### src/rtl/seg_pkg.sv
// Shared constants and state encoding for the seven-segment scan controller.
package seg_pkg;

    // Active-low segment patterns {g,f,e,d,c,b,a}, indexed by hex nibble value.
    localparam logic [15:0][6:0] HEX_SEG = {
        7'h0E,  // F
        7'h06,  // E
        7'h21,  // d
        7'h46,  // C
        7'h03,  // b
        7'h08,  // A
        7'h10,  // 9
        7'h00,  // 8
        7'h78,  // 7
        7'h02,  // 6
        7'h12,  // 5
        7'h19,  // 4
        7'h30,  // 3
        7'h24,  // 2
        7'h79,  // 1
        7'h40   // 0
    };

    localparam logic [3:0] ANODES_OFF = 4'b1111;
    localparam logic [6:0] SEGS_OFF   = 7'b1111111;

    typedef enum logic [1:0] {
        ST_IDLE  = 2'd0,
        ST_DRIVE = 2'd1,
        ST_GAP   = 2'd2
    } state_t;

endpackage

### src/rtl/seg_display_scheduler_hex_to_seg7.sv
// Combinational hex nibble to active-low seven-segment decoder.
module hex_to_seg7
    import seg_pkg::*;
(
    input  logic [3:0] nibble,
    output logic [6:0] seg
);

    // Table lookup straight from the package constants.
    always_comb begin
        seg = HEX_SEG[nibble];
    end

endmodule

### src/rtl/seg_display_scheduler.sv
// Four-digit common-anode display scheduler: captures the adder result,
// shows one 16-bit page as hex and scans anodes with dwell and blank gap.
module seg_display_scheduler
    import seg_pkg::*;
#(
    parameter int DWELL = 32,
    parameter int GAP   = 2
) (
    input  logic        clk,
    input  logic        reset,
    input  logic        result_valid,
    input  logic [31:0] result_in,
    input  logic        page_toggle,
    output logic [3:0]  an,
    output logic [6:0]  seg,
    output logic        dp,
    output logic        page
);

    localparam logic [7:0] DWELL_LAST = 8'(DWELL - 1);
    localparam logic [7:0] GAP_LAST   = 8'((GAP > 0) ? (GAP - 1) : 0);
    localparam bit         HAS_GAP    = (GAP > 0);

    state_t      state;
    logic [31:0] data;
    logic [1:0]  digit;
    logic [7:0]  cnt;

    logic [31:0] data_next;
    logic        page_next;
    logic [1:0]  next_digit;
    logic [15:0] half;
    logic [3:0]  nibble;
    logic [6:0]  seg_next;
    logic [3:0]  an_next;
    logic        dp_next;

    // Values a DRIVE entry on this edge would load; they see same-edge
    // captures and page flips so the freshly lit digit is never stale.
    always_comb begin
        data_next  = result_valid ? result_in : data;
        page_next  = page ^ page_toggle;
        next_digit = (state == ST_IDLE) ? 2'd0 : digit + 2'd1;
        half       = page_next ? data_next[31:16] : data_next[15:0];
        nibble     = half[{next_digit, 2'b00} +: 4];
        an_next    = ~(4'b0001 << next_digit);
        dp_next    = ~((next_digit == 2'd3) && page_next);
    end

    hex_to_seg7 u_dec (
        .nibble (nibble),
        .seg    (seg_next)
    );

    // Scan FSM, dwell/gap counter, data register, page flop and output registers.
    always_ff @(posedge clk) begin
        if (reset) begin
            state <= ST_IDLE;
            data  <= 32'd0;
            digit <= 2'd0;
            cnt   <= 8'd0;
            page  <= 1'b0;
            an    <= ANODES_OFF;
            seg   <= SEGS_OFF;
            dp    <= 1'b1;
        end else begin
            data <= data_next;
            page <= page_next;
            case (state)
                ST_IDLE: begin
                    if (result_valid) begin
                        state <= ST_DRIVE;
                        digit <= 2'd0;
                        cnt   <= 8'd0;
                        an    <= an_next;
                        seg   <= seg_next;
                        dp    <= dp_next;
                    end
                end
                ST_DRIVE: begin
                    if (cnt == DWELL_LAST) begin
                        cnt <= 8'd0;
                        if (HAS_GAP) begin
                            state <= ST_GAP;
                            an    <= ANODES_OFF;
                            seg   <= SEGS_OFF;
                            dp    <= 1'b1;
                        end else begin
                            digit <= next_digit;
                            an    <= an_next;
                            seg   <= seg_next;
                            dp    <= dp_next;
                        end
                    end else begin
                        cnt <= cnt + 8'd1;
                    end
                end
                ST_GAP: begin
                    if (cnt == GAP_LAST) begin
                        state <= ST_DRIVE;
                        cnt   <= 8'd0;
                        digit <= next_digit;
                        an    <= an_next;
                        seg   <= seg_next;
                        dp    <= dp_next;
                    end else begin
                        cnt <= cnt + 8'd1;
                    end
                end
                default: begin
                    state <= ST_IDLE;
                end
            endcase
        end
    end

endmodule
### config.mk
export PLATFORM = sky130hd
export DESIGN_NAME = seg_display_scheduler
export DESIGN_NICKNAME = d
export VERILOG_FILES = /design/src/rtl/seg_pkg.sv /design/src/rtl/seg_display_scheduler_hex_to_seg7.sv /design/src/rtl/seg_display_scheduler.sv
export SDC_FILE = /design/constraint.sdc
export NUM_CORES = 1
export LEC_CHECK = 0
export ABC_AREA = 1
export ABC_CLOCK_PERIOD_IN_PS = 2450
export CORE_UTILIZATION = 50
export CTS_CLUSTER_SIZE = 40
export DETAILED_ROUTE_END_ITERATION = 16
export GPL_TIMING_DRIVEN = 0
export PLACE_DENSITY = 0.75
export SLEW_MARGIN = 15
export SYNTH_ARGS = -nofsm -noshare
export SYNTH_HDL_FRONTEND = slang
export SYNTH_SLANG_ARGS = --single-unit
### constraint.sdc
create_clock -name clk -period 2.45 [get_ports clk]
set_input_delay 0.245 -clock clk [delete_from_list [all_inputs] [get_ports clk]]
set_output_delay 0.245 -clock clk [all_outputs]
set_load 0.005 [all_outputs]
==> results.cfg <==
[yosys]
synth_cell_types = 34
synth-seq-area-share_pct = 37.6
synth.cell_area_um2 = 3030
synth_cells = 454
synth-edff-count = 0
synth_warnings = 0
postSynthAreaPerCell_um2 = 6.68
syn_nets = 502
synthArstFlopShare_pct = 0
synth_ff_type = dfxtp_1
ys_seq_elements = 57

[drt]
dr.pass1.iters = 7
vias = 2930
via_per_inst = 4.93
ant_nets = 0
drc = 0
drtIter0Drc = 195
totalWireLength_um = 7010
avgRoutedWirePerCell_um = 11.8

[clocking]
cts.path.max_buffers = 2
cts_root_buf = clkbuf_8
ctsHoldBuffers = 0
insertion_delay_ps = 340
cts_max_level = 3
clk_pin_slew_ps = 70
cts_sinks = 57
cts_buffers = 9
cts_tree = done

[run_status]
status = complete, no violations

[die]
rows = 28
coreArea_um2 = 5890
die_area_um2 = 6380
start_util_pct = 51.6
dieWidth_um = 79.9
die_y_um = 79.9
ios = 49

[timing]
timing.setup.tns_ps = 0
worst_slew_pin_slew_ps = 603
rsz0062_at_grt = false
skew_ps = 7.10
finalSetupViolations = 0
fin_crit_ps = 2250
slew_violations = 0
fmax_mhz = 444
slew_headroom_pct = 59.8
hold_viol = 0
finalCritPeriodShare_pct = 92.0
setup_ws_ps = 197

[hold_path]
hold_path_depth = 4
worstHoldEndpoint = data[18]
hp-start = result_valid
hold_class = in2reg

[worst_setup_path]
cp-start-kind = flop
end_kind = flop
critPathKind = reg2reg
ff2ff_path_depth = 14
critPathRequiredTime_ps = 2680
r2r-end = seg[5]
crit_fanout = 6
r2r-start = state[0]
reg2reg_slack_ps = 200
worst_ep_arrival_time_ps = 2490

[global_routing]
grt_pass1_vias = 2576
grt_pass1_wl_um = 11600
grt_overflow = 0
grt_usage_pct = 23.6
antenna_found_initial = 0
grt_start_max_net_pins = 11

[power_and_ir_drop]
leakage_nw = 1.84
ir_drop_mv = 0.855
cellPowerDensity_nw_per_um2 = 1070
fin_total_pwr_mw = 4.15

[cells_and_area]
area_delta_synth_final_pct = 28.2
fin_util_pct = 66.1
drive_gt1_share_pct = 10.6
fillers = 531
final_cells = 594
nets = 562
multi_input_area_um2 = 1620
final-seq-area_um2 = 1140
diodes = 0

[placement]
globalplace.congestion = 0.884
dp_cells = 576
dpl_worst_slack_ps = -226
place_hpwl_um = 4990
io_buffers = 47

[job]
drv_cap = 0
[cell usage after synthesis, types with 6 or more instances]
cell     number  area share, %
buf_2         6           0.99
ha_1         12            4.9
nor3_1        7            1.2
o21ai_1       8            1.3
nand2_1     138             17
dfxtp_1      57             38
or2_1         6            1.2
o21ai_0      21            3.5
nand3_1      22            3.6
inv_1        48            5.9
a21oi_1      15            2.5
nor2_1       62            7.7
[state kept, by name, summed over array words and instances, names as in the netlist]
name	count
dp	1
state	2
an	4
digit	2
cnt	8
data	32
page	1
seg	7
[cells in the final DEF, fill, tap and decap left out, types with 5 or more instances in the layout]
master and n:
nand2_1 135, nor2_1 60, dfxtp_1 57, inv_1 48
clkdlybuf4s50_1 47, nand3_1 22, o21ai_0 21, a21oi_1 15
ha_1 11, clkbuf_8 10, nand2_2 8, o21ai_1 8
or2_1 6, nor3_1 6, buf_6 5, inv_2 5
nor2_4 5
[where the power goes]
group          switching, mW  internal [mW]
Sequential            0.0749           1.07
Clock                  0.378          0.697
Combinational           1.17          0.758
Total                   1.62           2.53
[per-layer routing]
layer | share of wire (%) | up-vias | global-route usage [%]
met5 | 0 | - | 0
met3 | 6.4 | 14 | 6.29
met4 | 1.9 | 0 | 9.82
li1 | - | 1541 | -
met2 | 44 | 76 | 37.5
met1 | 48 | 1299 | 30.1
[metrics by stage]
step | area (um2) | hold slack, ps
after floorplan | 3030 | 329
after global placement | 3600 | 454
after detailed placement | 3600 | 454
after CTS | 3850 | 242
after global routing | 3890 | 262
final | 3890 | 239
[what timing repair did]
item | 4_1_cts | 5_1_grt
endpoints found under the setup margin | 4 | 7
buffers inserted | 0 | 2
gates resized for setup | 1 | 10
pin swaps | 0 | 1
[final cells by class]
| class | count | share of cell area [%] |
|---|---|---|
| multi-input cells | 328 | 41.6 |
| flip-flops and latches | 57 | 29.3 |
| repair buffers | 49 | 12.5 |
| clock buffers | 10 | 3.54 |
| plain buffers | 16 | 2.83 |
| inverters | 53 | 5.11 |
| clock inverters | 6 | 2.70 |
| well taps | 75 | 2.41 |
[critical path, stage by stage, from the launching register on]
cell	delay (ps)
dfxtp_1	330
inv_1	120
ha_2	230
inv_2	70
nand2_2	160
nor2_4	70
nand3_1	110
nand4_1	230
ha_1	300
o21ai_1	160
o21ai_0	140
nand2_1	70
nand2_1	50
nand2_1	60
nand2_1	50
[how the worst max path moves through the flow]
stage / start / to
floorplan: state[0] / seg[1]
global placement: page_toggle / seg[5]
detailed placement: page_toggle / seg[5]
CTS: state[1] / seg[0]
global route: state[0] / seg[5]
finish: state[0] / seg[5]
[logic make-up after synthesis]
group                    count (synthesis)  share of synthesized area [%]
AND/OR/NAND/NOR                        252                           34.8
buffers and inverters                   69                           10.0
AO/OA/AOI/OAI                           63                           12.3
flip-flops                              57                           37.6
adder cells (fa/ha/maj)                 12                           4.95
XOR/XNOR                                 1                          0.289
No activity file was read; power rests on OpenSTA's default activity.
